==> src/rtl/serial_adder_ctrl_pkg.sv <==
// Shared types and constants for the bit-serial adder controller.
// State encodings are fixed so the register can be decoded directly.
package serial_adder_ctrl_pkg;

  localparam int unsigned DefaultWidth = 8;

  typedef enum logic [1:0] {
    StIdle  = 2'd0,
    StShift = 2'd1,
    StDone  = 2'd2
  } state_e;

  // Counter width for a WIDTH-bit operand; WIDTH is at least 2.
  function automatic int unsigned cnt_width(input int unsigned width);
    return $clog2(width);
  endfunction

endpackage

==> src/rtl/serial_adder_ctrl_full_adder.sv <==
// Single-bit full adder cell sequenced by the serial adder controller.
module serial_adder_ctrl_full_adder (
  input  logic a,
  input  logic b,
  input  logic cin,
  output logic s,
  output logic cout
);

  assign s    = a ^ b ^ cin;
  assign cout = (a & b) | (a & cin) | (b & cin);

endmodule

==> src/rtl/serial_adder_ctrl.sv <==
// Bit-serial adder controller: feeds one full adder cell LSB first, one bit per clock,
// with a start/done handshake and registered sum/carry-out.
module serial_adder_ctrl
  import serial_adder_ctrl_pkg::*;
#(
  parameter int unsigned WIDTH = DefaultWidth
) (
  input  logic             clk,
  input  logic             rst_n,
  input  logic             start,
  input  logic [WIDTH-1:0] a,
  input  logic [WIDTH-1:0] b,
  input  logic             cin,
  output logic             busy,
  output logic             done,
  output logic [WIDTH-1:0] sum,
  output logic             cout
);

  localparam int unsigned CntW = cnt_width(WIDTH);
  localparam logic [CntW-1:0] CntLast = CntW'(WIDTH - 1);

  state_e           state_q, state_d;
  logic [CntW-1:0]  cnt_q, cnt_d;
  logic [WIDTH-1:0] a_sh_q, a_sh_d;
  logic [WIDTH-1:0] b_sh_q, b_sh_d;
  logic [WIDTH-1:0] acc_q, acc_d;
  logic [WIDTH-1:0] sum_q, sum_d;
  logic             carry_q, carry_d;
  logic             cout_q, cout_d;
  logic             fa_s, fa_cout;

  serial_adder_ctrl_full_adder u_fa (
    .a    (a_sh_q[0]),
    .b    (b_sh_q[0]),
    .cin  (carry_q),
    .s    (fa_s),
    .cout (fa_cout)
  );

  always_ff @(posedge clk) begin
    if (!rst_n) begin
      state_q <= StIdle;
      cnt_q   <= '0;
      a_sh_q  <= '0;
      b_sh_q  <= '0;
      acc_q   <= '0;
      sum_q   <= '0;
      carry_q <= 1'b0;
      cout_q  <= 1'b0;
    end else begin
      state_q <= state_d;
      cnt_q   <= cnt_d;
      a_sh_q  <= a_sh_d;
      b_sh_q  <= b_sh_d;
      acc_q   <= acc_d;
      sum_q   <= sum_d;
      carry_q <= carry_d;
      cout_q  <= cout_d;
    end
  end

  always_comb begin
    state_d = state_q;
    cnt_d   = cnt_q;
    a_sh_d  = a_sh_q;
    b_sh_d  = b_sh_q;
    acc_d   = acc_q;
    sum_d   = sum_q;
    carry_d = carry_q;
    cout_d  = cout_q;
    case (state_q)
      StIdle: begin
        if (start) begin
          a_sh_d  = a;
          b_sh_d  = b;
          carry_d = cin;
          cnt_d   = '0;
          state_d = StShift;
        end
      end
      StShift: begin
        acc_d   = {fa_s, acc_q[WIDTH-1:1]};
        carry_d = fa_cout;
        a_sh_d  = a_sh_q >> 1;
        b_sh_d  = b_sh_q >> 1;
        cnt_d   = cnt_q + CntW'(1);
        if (cnt_q == CntLast) begin
          sum_d   = acc_d;
          cout_d  = fa_cout;
          state_d = StDone;
        end
      end
      StDone: begin
        // A start in the done cycle is accepted back-to-back.
        if (start) begin
          a_sh_d  = a;
          b_sh_d  = b;
          carry_d = cin;
          cnt_d   = '0;
          state_d = StShift;
        end else begin
          state_d = StIdle;
        end
      end
      default: state_d = StIdle;
    endcase
  end

  always_comb begin
    busy = (state_q == StShift);
    done = (state_q == StDone);
    sum  = sum_q;
    cout = cout_q;
  end

endmodule

==> config.mk <==
export PLATFORM = sky130hd
export DESIGN_NAME = serial_adder_ctrl
export DESIGN_NICKNAME = d
export VERILOG_FILES = /design/src/rtl/serial_adder_ctrl_pkg.sv /design/src/rtl/serial_adder_ctrl_full_adder.sv /design/src/rtl/serial_adder_ctrl.sv
export SDC_FILE = /design/constraint.sdc
export NUM_CORES = 1
export LEC_CHECK = 0
export CAP_MARGIN = 30
export CELL_PAD_IN_SITES_DETAIL_PLACEMENT = 1
export CELL_PAD_IN_SITES_GLOBAL_PLACEMENT = 1
export CORE_AREA = 2 2 67 69
export DETAILED_ROUTE_END_ITERATION = 16
export DIE_AREA = 0 0 69 71
export PLACE_DENSITY = 0.9
export SLEW_MARGIN = 30
export SYNTH_ARGS = -nofsm -noshare
export SYNTH_HDL_FRONTEND = slang
export SYNTH_SLANG_ARGS = --single-unit
export TNS_END_PERCENT = 100
==> constraint.sdc <==
create_clock -name clk -period 2.4 [get_ports clk]
set_clock_uncertainty 0.15 [all_clocks]
set_input_delay 0.24 -clock clk [delete_from_list [all_inputs] [get_ports clk]]
set_output_delay 0.24 -clock clk [all_outputs]
set_load 0.01 [all_outputs]
**Yosys cells after proc, flatten, opt, wreduce, memory -nomap -nowiden**

Index checks and enable logic that the tools add are counted.

- Register bits after elaboration: 39
- Input port bits: 20
- Output and inout bits: 11
- Word-level logic and storage cells: 40

- Add/sub/neg operators: 1
- Equal/unequal tests: 6
- Muxes and demuxes: 12
- Bitwise gates (word level): 7
- Reduce and logical (&&, ||, !) cells: 6

Operators by type and width:

| cell | number |
|---|---|
| 8-bit one-hot mux with 2 select lines | 2 |
| 8-bit two-way mux | 2 |
| 2-bit one-hot mux with 3 select lines | 1 |
| 3-bit one-hot mux with 2 select lines | 1 |
| 2-bit AND reduction | 3 |
| 2-bit two-way mux | 2 |
| 2-bit by 1-bit != test with 1-bit output, second input constant | 2 |
| 3-bit by 1-bit adder with 3-bit output, second input constant | 1 |
| 1-bit bitwise AND | 3 |
| 3-bit == test, second input constant | 1 |
| 3-bit two-way mux | 1 |
| 2-bit by 1-bit == test with 1-bit output, second input constant | 1 |
| 2-bit == test, second input constant | 1 |
| 2-bit logical NOT | 1 |
| 1-bit two-way mux | 2 |
| 2-bit != test, second input constant | 1 |
| 1-bit OR | 2 |
| 1-bit one-hot mux with 2 select lines | 1 |
| 2-bit nonzero test | 1 |
| 2-bit OR reduction | 1 |
| 1-bit bitwise XOR | 2 |

**Logic depth before layout (Yosys ltp)**

- Depth in word-level cells: 4
- Gate-level depth with buffers: 5
- Gate-level depth less buffers: 5

**By module**

From an unflattened synthesis, not the netlist that was laid out.

- Cells, all modules: 171
- Area total of the unflattened synthesis: 1679.1 um2

Modules (own cells, without submodules):

| module | instances | cells an instance | area each (um2) | sequential area each (um2) |
|---|---|---|---|---|
| serial_adder_ctrl | 1 | 170 | 1659.1 | 760.7 |
| serial_adder_ctrl_full_adder | 1 | 1 | 20.0 | 0.0 |

**Worst setup path before layout**

No wires, ideal clock.

- Path kind: register to register
- Start: reg cnt_q[0]
- End: reg cout_q, in the netlist cout
- Library setup time: 0.116 ns
- Arrival time: 1.146 ns
- Data required time: 2.134 ns
- Path slack: 0.988 ns
- Cell stages (with the launch flop): 6
- Path buffers: 0
- Period minus slack after synthesis: 1.412 ns
- Cells stage by stage: dfxtp_1 > ha_1 > ha_1 > nand3b_1 > mux2i_1 > nor2b_1

- Word-level cells in the longest chain between the ends: 2

RTL lines:

| element | line | text |
|---|---|---|
| from (decl) | serial_adder_ctrl.sv:24 | `logic [CntW-1:0] cnt_q, cnt_d;` |
| from (signal assigned) | serial_adder_ctrl.sv:53 | `cnt_q <= cnt_d;` |
| 3-bit == test | serial_adder_ctrl.sv:88 | `if (cnt_q == CntLast) begin` |
| 2-bit AND reduction (no line) | n/a |  |
| to (signal assigned) | serial_adder_ctrl.sv:59 | `cout_q <= cout_d;` |
| to (decl) | serial_adder_ctrl.sv:30 | `logic cout_q, cout_d;` |

No other way between the ends.
A chain may end at the register's enable or synchronous reset.

**Worst setup path in the final report**

- Start: reg state_q[0]
- End: out busy

- Word-level cells in the longest chain between the ends: 1

RTL lines:

| element | line | text |
|---|---|---|
| from (decl) | serial_adder_ctrl.sv:23 | `state_e state_q, state_d;` |
| from (signal assigned) | serial_adder_ctrl.sv:43 | `state_q <= StIdle;` |
| from (signal assigned) | serial_adder_ctrl.sv:52 | `state_q <= state_d;` |
| 2-bit by 1-bit == test with 1-bit output | serial_adder_ctrl.sv:111 | `busy = (state_q == StShift);` |
| to (decl) | serial_adder_ctrl.sv:14 | `output logic busy,` |

No other way between the ends.

==> results.md <==
- Run status: completed
- Type of origin of the critical path: register
- CTS buffer count: 5
- Global-route wire length before repair: approximately 6.4 mm
- Clock edge transition at the registers on the reported setup and hold paths: approximately 0.080 ns
- Ratio of cells with drive above 1 in the final layout: 8.46%
- DR vias/cell: 5.24
- Synth Register Bits: 38
- Syn_nets: 194
- Final nets: 223
- Hold_buf cts: 0
- Fin. Hold Viols: 0
- Achievable Freq: 530 MHz
- Register-to-register setup slack: 0.69 ns
- Power Dens Cells: 640 nW/um^2
- Post-synthesis cell type count: 24
- Placed cell area: ~2000 sq um
- Worst setup startpoint: state_q[0]$_SDFFE_PN0P_
- First DRT Iteration DRCs: 77
- Diode count: 0
- Final worst-path cycle share: 78.6%
- Most frequent cells in the layout: 38 x dfxtp_1, 30 x clkdlybuf4s50_1, 26 x nand2_1
- DP HPWL: roughly 2.5 mm
- Slew @ Worst Pin: 0.475 ns
- Length of routed wiring on met1: 1.64 mm
- Pin count of the biggest net entering global routing: 34
- R2r endpoint: cout$_SDFFE_PN0P_
- Vias in the first global route: 1417
- Wirelength, routed: 3.62 mm
- Drt first pass iters: 4
- Total I/O pin count: 31
- Required @ worst endpoint: 2.01 ns
- Root buf cell: clkbuf_8
- Drt drc: 0
- Routability Congestion: 0.690
- CTS tree: built
- Number of max-cap violations: 0
- # port buffers: 30
- Min Tclk post-route: 1.89 ns
- Met3 wire length: 181 um
- Leak: 0.887 nW
- WL/cell: roughly 14 um
- R2r worst-path depth: 6
- Die height: 71 um
- ANT nets after route: 0
- Worst min-delay path class: reg2reg
- Area grow syn2layout: 25.1%
- Post-route cell area: between 2000 and 2500 sq um
- Clock buffer depth: 2
- Initial Utilization: 39.9%
- Final Power: 1.34 mW
- Critical Path Fanout Max: 16
- Critical Path Sink: busy
- Most common cell after layout, fill and taps aside: dfxtp_1
- Met2 WL: 1.74 mm
- Worst R2R Start: cnt_q[0]$_SDFFE_PN0P_
- Syn Inst Count: approximately 170
- RSZ-0062 raised after global routing: no
- Clk sink count: 38
- H-tree depth: 2
- Cell Rows: 24
- Post-cts resize count: 0
- Initial antenna violation count: 0
- Final Max Slew Viols: 0
- CP Capture Type: primary output
- Yosys warns: 0
- Fin Setup TNS: 0 ns
- Critical path type: reg2out
- Register area share after synthesis: 45.3%
- Clk Latency, worst-skew pair: around 0.29 ns
- Layout Cells excl Fill: 253
- Mapped Area: 1680 sq um
- Worst Path Arrival: 1.50 ns
- Area of the die: 4900 sq um
- Total gr overflow: 0
- Avg Inst Size Synth: 9.82 sq um
- Placed Cells: 245
- GRT Resource Usage Total: 16.5%
- Die width: 69 um
- Placeable Area: approximately 4200 sq um
- VDD IR max: 0.347 mV
- Via total after detailed routing: 1325
- # fillers: just under 500
- Post-CTS setup repair buffer count: 0
- Final Setup Violations: 0
- Utilization after layout: 50.0%
- Top Metal Used: met4
- Rel. slew slack: 68.2%
## power by group
| group | internal [mW] | switching, mW |
|---|---|---|
| sequential | 0.666 | 0.0221 |
| combinational | 0.0967 | 0.0939 |
| clock | 0.231 | 0.234 |
## cell families after synthesis
family | Yosys count | synth area share (%)
compound gates | 51 | 22.7
simple gates | 49 | 15.1
fa+ha+maj | 3 | 2.68
buf+inv | 14 | 4.77
mux | 16 | 9.54
flops | 38 | 45.3
## routing by layer
metal | track usage [%] | vias up
li1 | - | 657
met1 | 19.8 | 626
met2 | 27.4 | 33
met3 | 5.56 | 9
met4 | 6.10 | 0
met5 | 0 | -
## synthesized netlist by cell type
cell type  count  share of area [%]
nand2b_4       2                1.6
fa_1           1                1.2
buf_6          3                2.0
nor2b_4        1               0.82
ha_1           2                1.5
inv_1          1               0.22
nand3_1       12                3.6
nor2b_1        2               0.75
o21a_1         1               0.45
buf_2          3               0.89
nand2_4        1               0.67
clkbuf_2       1               0.30
nand2_1       26                5.8
a21boi_1       1               0.45
dfxtp_1       38                 45
o211a_1       15                8.9
clkbuf_1       6                1.3
mux2i_1       16                9.5
nand3b_1       1               0.45
a21boi_0      18                8.0
and3_1         2               0.75
and2_1         1               0.37
nor2_1         1               0.22
o21ai_0       16                4.8
## state kept, by name, summed over array words and instances (netlist names)
signal	count
a_sh_q	8
acc_q	7
b_sh_q	8
carry_q	1
state_q	2
cnt_q	3
cout	1
sum	8
## critical path, cell delays in order (launching register included)
cell and delay (ns):
dfxtp_1 0.40, nand2b_4 0.16, inv_1 0.11, clkdlybuf4s50_1 0.53
## through the flow
stage | hold slack (ns) | setup WS (ns)
final | 0.316 | 0.513
after global routing | 0.344 | 0.422
after CTS | 0.320 | 0.502
after detailed placement | 0.309 | 0.666
after global placement | 0.304 | 0.706
after floorplan | 0.225 | 0.988
## worst min-delay path by stage
stage                                        end                start  slack, ns  depth (start not counted)
after floorplan           a_sh_q[7]$_SDFFE_PN0P_                 a[7]       0.22                          2
after global placement       sum[6]$_SDFFE_PN0P_  sum[6]$_SDFFE_PN0P_       0.30                          2
after detailed placement     sum[6]$_SDFFE_PN0P_  sum[6]$_SDFFE_PN0P_       0.31                          2
after CTS                    sum[6]$_SDFFE_PN0P_  sum[6]$_SDFFE_PN0P_       0.32                          2
after global routing         sum[6]$_SDFFE_PN0P_  sum[6]$_SDFFE_PN0P_       0.34                          2
final                        sum[4]$_SDFFE_PN0P_  sum[4]$_SDFFE_PN0P_       0.32                          2
## layout make-up
class	count	area, sq um	area share [%]
multi-input combinational	119	838	39.9
sequential	38	761	36.2
timing repair buffer	35	338	16.1
clock buffer	6	82.6	3.93
tap	52	65.1	3.10
clock inverter	2	12.5	0.596
inverter	1	3.75	0.179
Note: power is estimated with default switching activity, not from simulation.
